[config.mk]
export PLATFORM = sky130hd
export DESIGN_NAME = result_ddr_writer_flat
export DESIGN_NICKNAME = d
export VERILOG_FILES = /design/src/rtl/result_ddr_writer_if.sv /design/src/rtl/result_ddr_writer.sv /design/src/flat_wrapper.sv
export SDC_FILE = /design/constraint.sdc
export NUM_CORES = 1
export LEC_CHECK = 0
export ABC_AREA = 1
export CORE_MARGIN = 4
export CORE_UTILIZATION = 25
export CTS_CLUSTER_DIAMETER = 30
export CTS_CLUSTER_SIZE = 30
export DETAILED_ROUTE_END_ITERATION = 10
export RECOVER_POWER = 50
export SYNTH_ARGS = -nofsm -noshare
export SYNTH_HDL_FRONTEND = slang
export SYNTH_SLANG_ARGS = --single-unit
export TNS_END_PERCENT = 10
[constraint.sdc]
create_clock -name clk -period 18.02 [get_ports clk]
set_input_delay 1.802 -clock clk [delete_from_list [all_inputs] [get_ports clk]]
set_output_delay 1.802 -clock clk [all_outputs]
set_load 0.01 [all_outputs]
[src/rtl/result_ddr_writer_if.sv]
// Bus bundle for result_ddr_writer: command inputs, buffer read port, DDR FIFO push port, status.
// The slave modport is the writer's view; the master modport is the environment's view.
interface result_ddr_writer_if #(
  parameter int unsigned DDR_ADDR_LEN = 32,
  parameter int unsigned DDR_DATA_LEN = 256,
  parameter int unsigned ADDR_LEN     = 16,
  parameter int unsigned DATA_LEN     = 64,
  parameter int unsigned SINGLE_LEN   = 24,
  parameter int unsigned BUFFER_NUM   = 32,
  parameter int unsigned GROUPS       = BUFFER_NUM / (DDR_DATA_LEN / DATA_LEN),
  parameter int unsigned GW           = (GROUPS > 1) ? $clog2(GROUPS) : 1
);
  logic                    conf;
  logic [SINGLE_LEN-1:0]   word_num;
  logic [DDR_ADDR_LEN-1:0] ddr_st_addr;
  logic [ADDR_LEN-1:0]     rb_st_addr;
  logic [DDR_ADDR_LEN-1:0] ddr_st_addr_out;
  logic [SINGLE_LEN-1:0]   ddr_len;
  logic                    ddr_conf;
  logic                    rb_rea;
  logic [GW-1:0]           rb_grp;
  logic [ADDR_LEN-1:0]     rb_addr;
  logic [DDR_DATA_LEN-1:0] rb_data;
  logic                    ddr_fifo_full;
  logic                    ddr_fifo_wr;
  logic [DDR_DATA_LEN-1:0] ddr_fifo_data;
  logic                    idle;
  logic                    done;

  modport slave (
    input  conf, word_num, ddr_st_addr, rb_st_addr, rb_data, ddr_fifo_full,
    output ddr_st_addr_out, ddr_len, ddr_conf, rb_rea, rb_grp, rb_addr,
           ddr_fifo_wr, ddr_fifo_data, idle, done
  );

  modport master (
    output conf, word_num, ddr_st_addr, rb_st_addr, rb_data, ddr_fifo_full,
    input  ddr_st_addr_out, ddr_len, ddr_conf, rb_rea, rb_grp, rb_addr,
           ddr_fifo_wr, ddr_fifo_data, idle, done
  );
endinterface

[src/rtl/result_ddr_writer.sv]
// Streams GROUPS*word_num buffer words (group-major) into the DDR write FIFO via a 2-entry skid queue.
// Optional macro WRITER_LANE_REVERSE_EN reverses the DATA_LEN lanes of each pushed word.
module result_ddr_writer #(
  parameter int unsigned DDR_ADDR_LEN = 32,
  parameter int unsigned DDR_DATA_LEN = 256,
  parameter int unsigned ADDR_LEN     = 16,
  parameter int unsigned DATA_LEN     = 64,
  parameter int unsigned SINGLE_LEN   = 24,
  parameter int unsigned BUFFER_NUM   = 32,
  parameter int unsigned GROUPS       = BUFFER_NUM / (DDR_DATA_LEN / DATA_LEN)
) (
  input logic                clk,
  input logic                rst,
  result_ddr_writer_if.slave bus
);
  localparam int unsigned GW    = (GROUPS > 1) ? $clog2(GROUPS) : 1;
  localparam int unsigned LANES = DDR_DATA_LEN / DATA_LEN;
  localparam logic [SINGLE_LEN-1:0] LenPerWord = SINGLE_LEN'(GROUPS * (DDR_DATA_LEN / 8));

  localparam logic [1:0] ST_IDLE  = 2'd0;
  localparam logic [1:0] ST_RUN   = 2'd1;
  localparam logic [1:0] ST_DRAIN = 2'd2;

  logic [1:0]              state_q, state_d;
  logic [SINGLE_LEN-1:0]   word_num_q, word_num_d;
  logic [ADDR_LEN-1:0]     rb_st_addr_q, rb_st_addr_d;
  logic [DDR_ADDR_LEN-1:0] ddr_addr_q, ddr_addr_d;
  logic [SINGLE_LEN-1:0]   ddr_len_q, ddr_len_d;
  logic                    ddr_conf_q, ddr_conf_d;
  logic                    done_q, done_d;
  logic [GW-1:0]           grp_q, grp_d;
  logic [SINGLE_LEN-1:0]   cnt_q, cnt_d;
  logic                    infl_q, infl_d;
  logic [1:0]              occ_q, occ_d;
  logic                    rd_ptr_q, rd_ptr_d;
  logic                    wr_ptr_q, wr_ptr_d;
  logic [DDR_DATA_LEN-1:0] mem_q [2];
  logic [DDR_DATA_LEN-1:0] mem_d [2];

  logic                    pop;
  logic                    rea;
  logic [2:0]              load;
  logic                    drain_exit;
  logic [DDR_DATA_LEN-1:0] head;
  logic [DDR_DATA_LEN-1:0] fifo_data;

  // Occupancy after this cycle's pop plus reads in flight; keeps one read per cycle when draining.
  assign pop        = (occ_q != 2'd0) && !bus.ddr_fifo_full;
  assign load       = {1'b0, occ_q} + {2'b00, infl_q} - {2'b00, pop};
  assign rea        = (state_q == ST_RUN) && (load < 3'd2);
  assign drain_exit = (state_q == ST_DRAIN) && (occ_q == 2'd0) && !infl_q;
  assign head       = mem_q[rd_ptr_q];

  always_comb begin
    state_d      = state_q;
    word_num_d   = word_num_q;
    rb_st_addr_d = rb_st_addr_q;
    ddr_addr_d   = ddr_addr_q;
    ddr_len_d    = ddr_len_q;
    ddr_conf_d   = 1'b0;
    done_d       = 1'b0;
    grp_d        = grp_q;
    cnt_d        = cnt_q;
    case (state_q)
      ST_IDLE: begin
        if (bus.conf) begin
          if (bus.word_num != '0) begin
            state_d      = ST_RUN;
            word_num_d   = bus.word_num;
            rb_st_addr_d = bus.rb_st_addr;
            ddr_addr_d   = bus.ddr_st_addr;
            ddr_len_d    = bus.word_num * LenPerWord;
            ddr_conf_d   = 1'b1;
            grp_d        = '0;
            cnt_d        = '0;
          end else begin
            done_d = 1'b1;
          end
        end
      end
      ST_RUN: begin
        if (rea) begin
          if (cnt_q == word_num_q - SINGLE_LEN'(1)) begin
            cnt_d = '0;
            grp_d = grp_q + GW'(1);
            if (grp_q == GW'(GROUPS - 1)) state_d = ST_DRAIN;
          end else begin
            cnt_d = cnt_q + SINGLE_LEN'(1);
          end
        end
      end
      ST_DRAIN: begin
        if (drain_exit) state_d = ST_IDLE;
      end
      default: state_d = ST_IDLE;
    endcase
  end

  always_comb begin
    infl_d   = rea;
    occ_d    = occ_q + {1'b0, infl_q} - {1'b0, pop};
    rd_ptr_d = rd_ptr_q ^ pop;
    wr_ptr_d = wr_ptr_q ^ infl_q;
    mem_d    = mem_q;
    if (infl_q) mem_d[wr_ptr_q] = bus.rb_data;
  end

`ifdef WRITER_LANE_REVERSE_EN
  always_comb begin
    fifo_data = '0;
    for (int i = 0; i < int'(LANES); i++) begin
      fifo_data[i*DATA_LEN +: DATA_LEN] = head[(int'(LANES) - 1 - i)*DATA_LEN +: DATA_LEN];
    end
  end
`else
  always_comb begin
    fifo_data = head;
  end
`endif

  always_ff @(posedge clk or posedge rst) begin
    if (rst) begin
      state_q      <= ST_IDLE;
      word_num_q   <= '0;
      rb_st_addr_q <= '0;
      ddr_addr_q   <= '0;
      ddr_len_q    <= '0;
      ddr_conf_q   <= 1'b0;
      done_q       <= 1'b0;
      grp_q        <= '0;
      cnt_q        <= '0;
      infl_q       <= 1'b0;
      occ_q        <= 2'd0;
      rd_ptr_q     <= 1'b0;
      wr_ptr_q     <= 1'b0;
      mem_q[0]     <= '0;
      mem_q[1]     <= '0;
    end else begin
      state_q      <= state_d;
      word_num_q   <= word_num_d;
      rb_st_addr_q <= rb_st_addr_d;
      ddr_addr_q   <= ddr_addr_d;
      ddr_len_q    <= ddr_len_d;
      ddr_conf_q   <= ddr_conf_d;
      done_q       <= done_d;
      grp_q        <= grp_d;
      cnt_q        <= cnt_d;
      infl_q       <= infl_d;
      occ_q        <= occ_d;
      rd_ptr_q     <= rd_ptr_d;
      wr_ptr_q     <= wr_ptr_d;
      mem_q[0]     <= mem_d[0];
      mem_q[1]     <= mem_d[1];
    end
  end

  assign bus.ddr_st_addr_out = ddr_addr_q;
  assign bus.ddr_len         = ddr_len_q;
  assign bus.ddr_conf        = ddr_conf_q;
  assign bus.rb_rea          = rea;
  assign bus.rb_grp          = grp_q;
  assign bus.rb_addr         = rb_st_addr_q + ADDR_LEN'(cnt_q);
  assign bus.ddr_fifo_wr     = pop;
  assign bus.ddr_fifo_data   = fifo_data;
  assign bus.idle            = (state_q == ST_IDLE);
  assign bus.done            = done_q | drain_exit;
endmodule
[src/flat_wrapper.sv]
// flat-port wrapper written by rule: the top's interface ports become plain ports
module result_ddr_writer_flat 
#(
  parameter int unsigned DDR_ADDR_LEN = 32,
  parameter int unsigned DDR_DATA_LEN = 256,
  parameter int unsigned ADDR_LEN     = 16,
  parameter int unsigned DATA_LEN     = 64,
  parameter int unsigned SINGLE_LEN   = 24,
  parameter int unsigned BUFFER_NUM   = 32,
  parameter int unsigned GROUPS       = BUFFER_NUM / (DDR_DATA_LEN / DATA_LEN)
)
  (clk, rst, bus_conf, bus_word_num, bus_ddr_st_addr, bus_rb_st_addr, bus_rb_data, bus_ddr_fifo_full, bus_ddr_st_addr_out, bus_ddr_len, bus_ddr_conf, bus_rb_rea, bus_rb_grp, bus_rb_addr, bus_ddr_fifo_wr, bus_ddr_fifo_data, bus_idle, bus_done);
  result_ddr_writer_if #(.DDR_ADDR_LEN(DDR_ADDR_LEN), .DDR_DATA_LEN(DDR_DATA_LEN), .ADDR_LEN(ADDR_LEN), .DATA_LEN(DATA_LEN), .SINGLE_LEN(SINGLE_LEN), .BUFFER_NUM(BUFFER_NUM), .GROUPS(GROUPS)) bus_i ();
  input logic clk;
  input logic rst;
  input wire logic [$bits(bus_i.conf)-1:0] bus_conf;
  input wire logic [$bits(bus_i.word_num)-1:0] bus_word_num;
  input wire logic [$bits(bus_i.ddr_st_addr)-1:0] bus_ddr_st_addr;
  input wire logic [$bits(bus_i.rb_st_addr)-1:0] bus_rb_st_addr;
  input wire logic [$bits(bus_i.rb_data)-1:0] bus_rb_data;
  input wire logic [$bits(bus_i.ddr_fifo_full)-1:0] bus_ddr_fifo_full;
  output wire logic [$bits(bus_i.ddr_st_addr_out)-1:0] bus_ddr_st_addr_out;
  output wire logic [$bits(bus_i.ddr_len)-1:0] bus_ddr_len;
  output wire logic [$bits(bus_i.ddr_conf)-1:0] bus_ddr_conf;
  output wire logic [$bits(bus_i.rb_rea)-1:0] bus_rb_rea;
  output wire logic [$bits(bus_i.rb_grp)-1:0] bus_rb_grp;
  output wire logic [$bits(bus_i.rb_addr)-1:0] bus_rb_addr;
  output wire logic [$bits(bus_i.ddr_fifo_wr)-1:0] bus_ddr_fifo_wr;
  output wire logic [$bits(bus_i.ddr_fifo_data)-1:0] bus_ddr_fifo_data;
  output wire logic [$bits(bus_i.idle)-1:0] bus_idle;
  output wire logic [$bits(bus_i.done)-1:0] bus_done;
  assign bus_i.conf = bus_conf;
  assign bus_i.word_num = bus_word_num;
  assign bus_i.ddr_st_addr = bus_ddr_st_addr;
  assign bus_i.rb_st_addr = bus_rb_st_addr;
  assign bus_i.rb_data = bus_rb_data;
  assign bus_i.ddr_fifo_full = bus_ddr_fifo_full;
  assign bus_ddr_st_addr_out = bus_i.ddr_st_addr_out;
  assign bus_ddr_len = bus_i.ddr_len;
  assign bus_ddr_conf = bus_i.ddr_conf;
  assign bus_rb_rea = bus_i.rb_rea;
  assign bus_rb_grp = bus_i.rb_grp;
  assign bus_rb_addr = bus_i.rb_addr;
  assign bus_ddr_fifo_wr = bus_i.ddr_fifo_wr;
  assign bus_ddr_fifo_data = bus_i.ddr_fifo_data;
  assign bus_idle = bus_i.idle;
  assign bus_done = bus_i.done;
  result_ddr_writer #(.DDR_ADDR_LEN(DDR_ADDR_LEN), .DDR_DATA_LEN(DDR_DATA_LEN), .ADDR_LEN(ADDR_LEN), .DATA_LEN(DATA_LEN), .SINGLE_LEN(SINGLE_LEN), .BUFFER_NUM(BUFFER_NUM), .GROUPS(GROUPS)) u_core (.clk(clk), .rst(rst), .bus(bus_i));
endmodule
==> flow_summary.ini <==
[run_status]
status = complete, but fails checks
violations = capacitance limit, slew limit

[grt]
grt_pass1_vias = 23800
grt_max_degree = 156
overflow = 0
grt_usage = 0.149
antenna_found_initial = 18
grt_pass1_wl_um = 141000

[finish]
drive_above_1_share = 0.147
stdcell_area_sq_um = 41800
areaGrowthSynthToFinish_pct = 46.7
regArea_sq_um = 15500
fin_nets = 4112
multi_input_comb_area_sq_um = 10800
nFillCells = 11200

[sta]
hold_viol = 0
slew_headroom = -1.83
skew_ns = 0.0336
slew_viol_final = 989
final.period_utilization = 0.512
rsz0062_at_grt = no
setup_viol = 0
final.setup.tns_ns = 0
min_period_ns = 9.22
max_freq_mhz = 108
worst_slew_pin_slew_ns = 4.25

[critical_path]
critPathSlowestCell = clkbuf_1
crit_type = register to register
path_cells = inv_1 > ha_1 > clkbuf_1 > clkbuf_1 > buf_4 > o21ai_0
worst_setup_path_start_kind = register
cp.required_ns = 18.60
worst_path_most_repeated_cell = clkbuf_1
cp_max_fo = 110
critPathCaptureType = register
cpPeakStageDelay_ns = 2.74
cp.arrival_ns = 9.80
path_buf_inv = 4
cpLargestDelayFamily = buffers and inverters

[detailed_routing]
postRouteAntennaNets = 0
vias = 23300
drt-total-wl_um = 89900
avgRoutedWirePerCell_um = 16.7
vias_per_cell = 4.31
first_pass_iters = 5
drt_iter0_markers = 1342
route.detailed.drc = 0

[floorplanning]
die_w_um = 346
start_util = 0.253
rows = 123
die_area_sq_um = 119000
io_pins = 668
die_y_um = 346
core-area_sq_um = 113000

[synthesis]
synth.distinct_cells = 43
ys_ff_latch = 620
yosys_warnings = 0
ys_seq_area_frac = 0.544
synth_flop_cell = dfrtp_1
synth-edff-count = 0
avgSynthCellArea_sq_um = 9.21
synth_area_sq_um = 28500
async_reset_ff_frac = 1.00
syn_inst = 3093

[cts]
clock_latency_ns = 0.74
cts.path.max_buffers = 3
ctsHoldBuffers = 0
cts-htree-levels = 4
postCtsSetupBuffers = 0
cts_resized = 0
clk_pin_slew_worst_paths_ns = 0.04
cts_tree = done
cts_made_buffers = 160
cts_root_buf = clkbuf_16
cts.sinks = 620

[placement]
port_buffers = 659
place_area_sq_um = 36400
dp_hpwl_um = 62700
gp_congestion = 0.849

[pwr]
pwr-share-seq = 0.287
swShare = 0.341
p_int_uw = 5550
p_total_uw = 8410
vdd_ir_drop_max_v = 0.000109
p_comb_frac = 0.373
clock_power_share = 0.340
power.density_nw_per_um2 = 201
power.switching_uw = 2870
p_leak_uw = 0.0185

[run]
drv_cap = 15

[min_path]
hold_class = register to register
[path summary, 6_finish.rpt]
path,cells past startpoint,slack (ns),end,from
max,6,8.80,u_core.mem_q[414],u_core.wr_ptr_q
max reg2reg,6,8.80,u_core.mem_q[414],u_core.wr_ptr_q
min in group asynchronous,2,1.66,u_core.mem_q[437],rst
min,2,0.46,u_core.bus.ddr_st_addr_out[9],u_core.bus.ddr_st_addr_out[9]
min reg2reg,2,0.46,u_core.bus.ddr_st_addr_out[9],u_core.bus.ddr_st_addr_out[9]
max in group asynchronous,5,9.24,u_core.rd_ptr_q,rst
[worst reg2reg max path: cells and delay by family (launching register included)]
kind | cells | cell delay (ns)
adder cells (fa/ha/maj) | 1 | 1.98
AO/OA/AOI/OAI | 1 | 0.32
buffers and inverters | 4 | 6.38
flip-flops | 1 | 0.37
[layer usage]
layer | global-route usage | up-vias | wire length, um
met4 | 0.0650 | 8 | 2680
met5 | 0 | - | 57
met1 | 0.178 | 11200 | 37000
met2 | 0.244 | 641 | 43900
met3 | 0.0516 | 171 | 6310
li1 | - | 11300 | -
[cell usage in the layout, fill, tap and decap left out, drive strengths merged, types with 48 or more instances in the layout]
cell type      count
nand2            839
dfrtp            620
clkdlybuf4s50    577
o21ai            548
inv              352
mux2             256
clkbuf           231
dlygate4sd3       82
nor2              80
nand3             48
[synthesized netlist by cell type, types with 14 or more instances]
library cell	count	share of area
inv_1	344	0.045
dfrtp_1	620	0.54
xnor2_1	16	0.0049
o21ai_0	546	0.096
a21oi_2	19	0.0058
buf_2	14	0.0025
a21oi_1	18	0.0032
nand3_1	47	0.0083
nor2_1	67	0.0088
nand4_1	18	0.0040
xor2_1	36	0.011
mux2_2	256	0.10
ha_1	23	0.010
nand2_1	832	0.11
clkbuf_1	147	0.019
buf_4	25	0.0066
[power groups by stage]
stage / logic [uW] / registers, uW / clock network, uW
2_1_floorplan: 1710 / 2330 / 0
3_3_place_gp: 3130 / 2420 / 0
3_5_place_dp: 3170 / 2430 / 0
4_1_cts: 3190 / 2420 / 2930
5_1_grt: 3460 / 2490 / 3010
6_report: 3140 / 2420 / 2860
[per-stage QoR]
stage	setup WS [ns]	util	std cells	hold WS [ns]
floorplan	7.76	-	3100	0.453
global placement	11.46	0.322	5093	0.462
detailed placement	11.50	0.322	5093	0.464
CTS	11.26	0.371	5382	0.476
global route	7.68	0.371	5394	0.492
finish	8.80	0.371	5396	0.465
[cells by family after synthesis]
kind of cell / Yosys count / share of synthesized area
simple gates: 1008 / 0.143
compound gates: 593 / 0.108
xor+xnor: 53 / 0.0166
mux: 256 / 0.101
fa+ha+maj: 25 / 0.0115
flops: 620 / 0.544
other cells: 1 / 0.000132
buf+inv: 537 / 0.0760
[registers in the layout, summed over array words and instances (netlist names)]
register                    count
u_core.mem_q                  512
u_core.bus.ddr_st_addr_out     32
u_core.cnt_q                   24
u_core.word_num_q              24
u_core.rb_st_addr_q            16
u_core.bus.rb_grp               3
u_core.occ_q                    2
u_core.state_q                  2
u_core.bus.ddr_conf             1
u_core.done_q                   1
u_core.infl_q                   1
u_core.rd_ptr_q                 1
u_core.wr_ptr_q                 1
[layout make-up]
class                   count  share of cell area
repair buffers            683               0.161
flip-flops and latches    620               0.371
clock inverters            71              0.0253
well taps                1500              0.0449
multi-input cells        1943               0.259
clock buffers             218               0.106
inverters                 347              0.0312
diodes                     14            0.000838
(Power assumes the default switching activity.)
